===== src/rtl/eq1_udp_cmp_pkg.sv =====
// Shared types and helpers for the eq1_udp_cmp registered equality comparator.
package eq1_udp_cmp_pkg;

  localparam int MAX_WIDTH = 64;

  // Index width for a given bit count, never narrower than one bit.
  function automatic int clog2_min1(input int n);
    int r;
    r = 0;
    while ((1 << r) < n) r++;
    return (r < 1) ? 1 : r;
  endfunction

  localparam int RES_IDX_W = clog2_min1(MAX_WIDTH);

  // Word-level compare result, wide enough for any supported WIDTH.
  typedef struct packed {
    logic                 eq;
    logic [RES_IDX_W-1:0] mis_idx;
    logic [RES_IDX_W:0]   mis_cnt;
  } cmp_res_t;

endpackage


===== src/rtl/eq1_cell.sv =====
// 1-bit equality cell written as a truth table; non-0/1 inputs give X, synthesis sees XNOR.
module eq1_cell (
  input  logic a,
  input  logic b,
  output logic y
);

  always_comb begin
    case ({a, b})
      2'b00:   y = 1'b1;
      2'b01:   y = 1'b0;
      2'b10:   y = 1'b0;
      2'b11:   y = 1'b1;
      default: y = 1'bx;
    endcase
  end

endmodule


===== src/rtl/eq1_udp_cmp.sv =====
// Registered N-bit equality comparator: per-bit cells, reduction, lowest-mismatch encode.
// Optional sticky mismatch flag enabled by defining EQ1_UDP_CMP_STICKY_EN.
module eq1_udp_cmp
  import eq1_udp_cmp_pkg::*;
#(
  parameter int WIDTH = 8,
  parameter int IDX_W = clog2_min1(WIDTH)
) (
  input  logic             clk,
  input  logic             rst_n,
  input  logic             in_valid,
  input  logic [WIDTH-1:0] i0,
  input  logic [WIDTH-1:0] i1,
`ifdef EQ1_UDP_CMP_STICKY_EN
  input  logic             sticky_clr,
  output logic             sticky_mis,
`endif
  output logic             out_valid,
  output logic             eq,
  output logic [WIDTH-1:0] eq_vec,
  output logic [IDX_W-1:0] mis_idx,
  output logic [IDX_W:0]   mis_cnt
);

  logic [WIDTH-1:0] eq_vec_c;
  cmp_res_t         res_d;
  cmp_res_t         res_q;
  logic [WIDTH-1:0] eq_vec_q;
  logic             out_valid_q;

  for (genvar k = 0; k < WIDTH; k++) begin : g_cell
    eq1_cell u_cell (
      .a (i0[k]),
      .b (i1[k]),
      .y (eq_vec_c[k])
    );
  end

  // Scan from the top down so the lowest mismatching bit is written last and wins.
  always_comb begin
    // NOTE: every field gets a default before the loop, so no latch is inferred.
    res_d    = '0;
    res_d.eq = &eq_vec_c;
    for (int k = WIDTH - 1; k >= 0; k--) begin
      if (!eq_vec_c[k]) res_d.mis_idx = RES_IDX_W'(k);
      res_d.mis_cnt = res_d.mis_cnt + {{RES_IDX_W{1'b0}}, ~eq_vec_c[k]};
    end
  end

  always_ff @(posedge clk) begin
    // NOTE: state registers use non-blocking assignments so all flops update together.
    if (!rst_n) begin
      out_valid_q <= 1'b0;
      res_q       <= '0;
      eq_vec_q    <= '0;
    end else begin
      out_valid_q <= in_valid;
      if (in_valid) begin
        res_q    <= res_d;
        eq_vec_q <= eq_vec_c;
      end
    end
  end

`ifdef EQ1_UDP_CMP_STICKY_EN
  logic sticky_q;

  // A mismatching beat sets the flag even if a clear arrives in the same cycle.
  always_ff @(posedge clk) begin
    if (!rst_n)                     sticky_q <= 1'b0;
    else if (in_valid && !res_d.eq) sticky_q <= 1'b1;
    else if (sticky_clr)            sticky_q <= 1'b0;
  end

  assign sticky_mis = sticky_q;
`endif

  assign out_valid = out_valid_q;
  assign eq        = res_q.eq;
  assign eq_vec    = eq_vec_q;
  assign mis_idx   = res_q.mis_idx[IDX_W-1:0];
  assign mis_cnt   = res_q.mis_cnt[IDX_W:0];

  // Upper struct bits beyond IDX_W are constant zero for narrow instances.
  logic unused_res;
  assign unused_res = ^{res_q.mis_idx, res_q.mis_cnt};

endmodule


===== config.mk =====
export PLATFORM = sky130hd
export DESIGN_NAME = eq1_udp_cmp
export DESIGN_NICKNAME = d
export VERILOG_FILES = /design/src/rtl/eq1_udp_cmp_pkg.sv /design/src/rtl/eq1_cell.sv /design/src/rtl/eq1_udp_cmp.sv
export SDC_FILE = /design/constraint.sdc
export NUM_CORES = 1
export LEC_CHECK = 0
export BUFFER_PORTS_ARGS = -buffer_cell sky130_fd_sc_hd__buf_2
export CORE_ASPECT_RATIO = 1.75
export CORE_MARGIN = 10
export CORE_UTILIZATION = 35
export DETAILED_ROUTE_END_ITERATION = 10
export HOLD_SLACK_MARGIN = 0.15
export PLACE_DENSITY = 0.69
export SLEW_MARGIN = 10
export SYNTH_ARGS = -nofsm -noshare
export SYNTH_HDL_FRONTEND = slang
export SYNTH_SLANG_ARGS = --single-unit

===== constraint.sdc =====
create_clock -name clk -period 4.3 [get_ports clk]
set_input_delay 0.645 -clock clk [delete_from_list [all_inputs] [get_ports clk]]
set_output_delay 0.645 -clock clk [all_outputs]
set_load 0.005 [all_outputs]

---- Word-level counts from Yosys, hierarchy flattened ----
Cells that the tools add are included.
operators by class
  order comparisons ....................... 0
  bitwise gates (word level) .............. 8
  multiply operators ...................... 0
  divide/modulo/power cells ............... 0
  mux-type cells .......................... 16
  eq/ne operators ......................... 24
  shift-type cells ........................ 0
  add/subtract/negate cells ............... 7
  reductions and logical operators ........ 25
operators with widths
  kind                number
  $eq 2x2->1 const B  16
  $reduce_or 2->1     16
  $mux 3              8
  $add 4x1->4         4
  $eq 2x1->1 const B  8
  $logic_not 2->1     8
  $pmux 1 s2          8
  $not 1->1           8
  $reduce_and 8->1    1
  $add 3x1->4         1
  $add 2x1->3         1
  $add 1x1->2         1
word-level totals
  input port bits ......................... 19
  bits in latches ......................... 0
  word-level logic and storage cells ...... 85
  memory bits (writable) .................. 0
  memories ................................ 0
  flip-flop bits (word level) ............. 17
  memory bits (read-only) ................. 0
  output and inout bits ................... 17

---- Longest topological paths before layout ----
  depth in word-level cells ............... 11
  depth in mapped cells ................... 11
  mapped depth without buffers ............ 11

---- Hierarchy ----
Synthesis repeated with hierarchy kept, for this count alone.
unflattened totals
  cells, all modules ...................... 95
  area, all modules ....................... 944.7 um^2
by module, submodules not included
  module       cells each  sequential area each (um^2)  area an instance (um^2)  instances
  eq1_udp_cmp  87          340.3                        874.6                    1
  eq1_cell     1           0.0                          8.8                      8

---- Worst setup path after synthesis ----
Ideal clock, no wire load.
  path type ............................... input-to-reg
  start point ............................. in i0[5]
  end point ............................... reg res_q (netlist bit mis_cnt[2])
  path buffers ............................ 0
  arrival ................................. 3.350 ns
  setup slack ............................. 0.834 ns
  cell stages on the path ................. 11
  library setup time ...................... 0.116 ns
  data required time ...................... 4.184 ns
  path through ............................ xnor2_1 -> inv_1 -> fa_1 -> fa_1 -> fa_1 -> ha_1 -> inv_1 -> fa_1 -> xnor2_1 -> mux2i_1 -> nor2b_1
on the way
  word-level cells in the longest chain between the ends .. 10
  elaborated cells between the ends (all ways) .. 14
  classes of those cells .................. 6 x add/sub; 3 x eq/ne; 1 x mux; 1 x bitwise; 3 x reduce/logical
RTL lines
  item                                line               text
  start, declared                     eq1_udp_cmp.sv:12  input logic [WIDTH-1:0] i0,
  $eq 2x2->1 (tied with other cells)  eq1_cell.sv:9      case ({a, b})
  $reduce_or 2->1 (no line)           -
  $pmux 1 s2 *                        eq1_cell.sv:9
  $not 1->1 *                         eq1_udp_cmp.sv:46  res_d.mis_cnt = res_d.mis_cnt + {{RES_IDX_W{1'b0}}, ~eq_vec_c[k]};
  $add 2x1->3 *                       eq1_udp_cmp.sv:46
  $add 3x1->4 *                       eq1_udp_cmp.sv:46
  $add 4x1->4 * (4 in series)         eq1_udp_cmp.sv:46
  end signal, assigned                eq1_udp_cmp.sv:59  res_q <= res_d;
  end, declared                       eq1_udp_cmp.sv:27  cmp_res_t res_q;
Every way passes the cells marked *; elsewhere a longest branch is shown, timed or not.
A chain may end at the register's enable or synchronous reset.

---- Final worst setup path ----
Same ends and word-level chain as after synthesis.

==> impl_metrics.sql <==
INSERT INTO impl_metrics (metric_group, metric, value, unit) VALUES
('global_route', 'overflow', '0', ''),
('setup_path', 'ff2ff_path_depth', '1', ''),
('setup_path', 'r2r-start', 'mis_idx[0]', ''),
('route', 'drt-pass1-iter-count', '2', ''),
('setup_path', 'series_of_cell_instances_along_the_critical_path', 'buf_2 > xnor2_1 > inv_1 > fa_1 > fa_1 > fa_1 > ha_1 > inv_1 > fa_1 > xnor2_1 > mux2i_1 > nor2b_1', ''),
('setup_path', 'cp_data_required_time', '4.46', 'ns'),
('placement', 'number_of_buffer_cells_added_on_primary_ports', '35', ''),
('setup_path', 'regToRegEndpoint', 'mis_idx[0]', ''),
('cts', 'post-cts-setup-buffer-count', '0', ''),
('die', 'initial_utilization', '36.9', '%'),
('route', 'finalWirelength', '2.12', 'mm'),
('timing', 'fin_crit', '3.43', 'ns'),
('global_route', 'grt_first_pass_wirelength', '3.73', 'mm'),
('placement', 'place_worst_setup_slack', '0.581', 'ns'),
('timing', 'timing.final.hold_violations', '0', ''),
('die', 'die_h', '88.6', 'µm'),
('timing', 'worst_slack', '0.873', 'ns'),
('cts', 'postCtsHoldBufs', '0', ''),
('global_route', 'global_route_usage_sum', '9.27', '%'),
('logic_synthesis', 'synth_area_leaders', 'sky130_fd_sc_hd__dfxtp_1 (36%), sky130_fd_sc_hd__mux2i_1 (11%), sky130_fd_sc_hd__fa_1 (8.5%), sky130_fd_sc_hd__nor2b_1 (5.3%), sky130_fd_sc_hd__xnor2_2 (5.2%)', ''),
('setup_path', 'cp_slowest_stage_delay', '0.58', 'ns'),
('cts', 'clock_path_buffers', '2', ''),
('cts', 'clk_root_buffer_cell', 'sky130_fd_sc_hd__clkbuf_8', ''),
('logic_synthesis', 'synth_warnings', '0', ''),
('power', 'power-per-cell-area', '400', 'nW/µm²'),
('timing', 'period_utilization_post_route', '79.7', '%'),
('logic_synthesis', 'syn_area_per_cell', '10.1', 'µm²'),
('route', 'ant_nets', '0', ''),
('timing', 'hold_ws', '0.451', 'ns'),
('logic_synthesis', 'fraction_of_post_synthesis_cell_area_in_the_top_cell_type_by_area', '36.1', '%'),
('timing', 'final-max-slew-violation-count', '0', ''),
('worst_hold_path', 'hp-class', 'reg -> reg', ''),
('cts', 'cts_num_sinks', '17', ''),
('logic_synthesis', 'number_of_register_bits_inferred_by_synthesis', '17', ''),
('setup_path', 'path_common_cell', 'sky130_fd_sc_hd__fa_1', ''),
('logic_synthesis', 'syn_inst', '93', ''),
('logic_synthesis', 'yosysSeqAreaShare', '36.1', '%'),
('setup_path', 'cp_slowest_cell', 'sky130_fd_sc_hd__fa_1', ''),
('route', 'initialDrtViolationCount', '7', ''),
('timing', 'clock-skew-final', '0', 'ns'),
('cts', 'cts_htree_levels', '1', ''),
('finish', 'nets', '156', ''),
('die', 'num_io_pins', '36', ''),
('cts', 'cts-buffers-inserted', '3', ''),
('timing', 'timing.slew.headroom', '74.7', '%'),
('global_route', 'grt_start_max_net_pins', '17', ''),
('route', 'route.vias.total', '725', ''),
('logic_synthesis', 'top_flip_flop_cell_by_instance_count_after_synthesis', 'sky130_fd_sc_hd__dfxtp_1', ''),
('status', 'run_status', 'finished, final reports clean', ''),
('finish', 'fillerInstances', '251', ''),
('cts', 'clock_insertion_delay_worst_skew', '0.26', 'ns'),
('finish', 'seqCellArea', '340', 'µm²'),
('global_route', 'first_global_vias', '835', ''),
('logic_synthesis', 'synth_largest_area_cell', 'sky130_fd_sc_hd__dfxtp_1', ''),
('route', 'average_via_count_per_standard_cell', '4.68', ''),
('timing', 'fin_tns_setup', '0', 'ns'),
('finish', 'drive_gt1_share', '34.1', '%'),
('logic_synthesis', 'synth_edf_count', '0', ''),
('setup_path', 'start_kind', 'input port', ''),
('setup_path', 'worst-r2r-setup-slack', '3.56', 'ns'),
('timing', 'highest_clock_frequency_the_design_can_meet', '0.292', 'GHz'),
('power', 'leakage', '0.000595', 'µW'),
('cts', 'post_cts_resize_count', '0', ''),
('finish', 'multiInputGateArea', '537', 'µm²'),
('run', 'max_cap_viol_count', '0', ''),
('logic_synthesis', 'synthesis.nets', '119', ''),
('logic_synthesis', 'yosysUniqueCellTypes', '27', ''),
('cts', 'cts_tree', 'yes', ''),
('die', 'row_count', '24', ''),
('setup_path', 'worstSetupEndpointType', 'register', ''),
('timing', 'setup_violators_final', '0', '');
==> critical path, delay by kind of cell <==
kind          cells  cell delay [ns]
buf+inv           3             0.27
simple gates      1             0.06
xor+xnor          2             0.35
mux               1             0.13
fa+ha+maj         5             2.12
==> logic make-up after synthesis <==
group	Yosys count	share of synthesized area, %
AOI/OAI and AO/OA	10	7.70
and+or+nand+nor	25	14.6
muxes	10	10.6
adders and majority gates	7	12.5
xor gates and xnor gates	9	11.6
DFF	17	36.1
buffers and inverters	15	6.90
==> metrics by stage <==
step / total power [µW] / instance area, µm² / utilization [%]
floorplan: 299 / 942 / -
global placement: 350 / 1130 / 44.3
detailed placement: 355 / 1130 / 44.3
CTS: 478 / 1170 / 46.0
global route: 512 / 1170 / 46.0
finish: 471 / 1170 / 46.0
==> worst min-delay path by stage <==
stage,start,endpoint,slack [ns]
detailed placement,eq,eq,0.44
global placement,eq,eq,0.44
global route,mis_idx[2],mis_idx[2],0.49
floorplan,mis_idx[2],mis_idx[2],0.44
finish,eq,eq,0.45
CTS,eq,eq,0.46
==> area by class of cell <==
type / count / share of cell area [%]
Tap cell: 26 / 2.77
Sequential cell: 17 / 29.0
Timing Repair Buffer: 35 / 14.9
Clock buffer: 4 / 3.83
Inverter: 12 / 3.83
Multi-Input combinational cell: 61 / 45.7
==> power by group <==
group	switching (µW)	internal, µW
clock	56.4	66.0
sequential	7.64	175
combinational	84.0	81.3
==> flip-flops by register name, summed over array words and instances, names as in the netlist <==
signal / flops
out_valid: 1
mis_idx: 3
eq: 1
mis_cnt: 4
eq_vec: 8
==> Yosys cell counts, types with 2 or more instances <==
library cell and instances:
sky130_fd_sc_hd__ha_1 3, sky130_fd_sc_hd__dfxtp_1 17, sky130_fd_sc_hd__nor2b_1 8, sky130_fd_sc_hd__and2_4 2, sky130_fd_sc_hd__nand2_1 6, sky130_fd_sc_hd__nand3_1 2
sky130_fd_sc_hd__a21oi_1 2, sky130_fd_sc_hd__inv_1 12, sky130_fd_sc_hd__xnor2_2 3, sky130_fd_sc_hd__nor2_1 2, sky130_fd_sc_hd__o21ai_1 2, sky130_fd_sc_hd__mux2i_1 10
sky130_fd_sc_hd__xnor2_1 3, sky130_fd_sc_hd__xor2_1 2, sky130_fd_sc_hd__and2_1 4, sky130_fd_sc_hd__fa_1 4
==> per-layer routing <==
layer | wire length, µm | track usage, %
met1 | 775 | 9.32
met2 | 1130 | 15.1
met3 | 146 | 3.44
met4 | 74 | 6.71
met5 | 0 | 0
No activity file was read; power rests on OpenSTA's default activity.
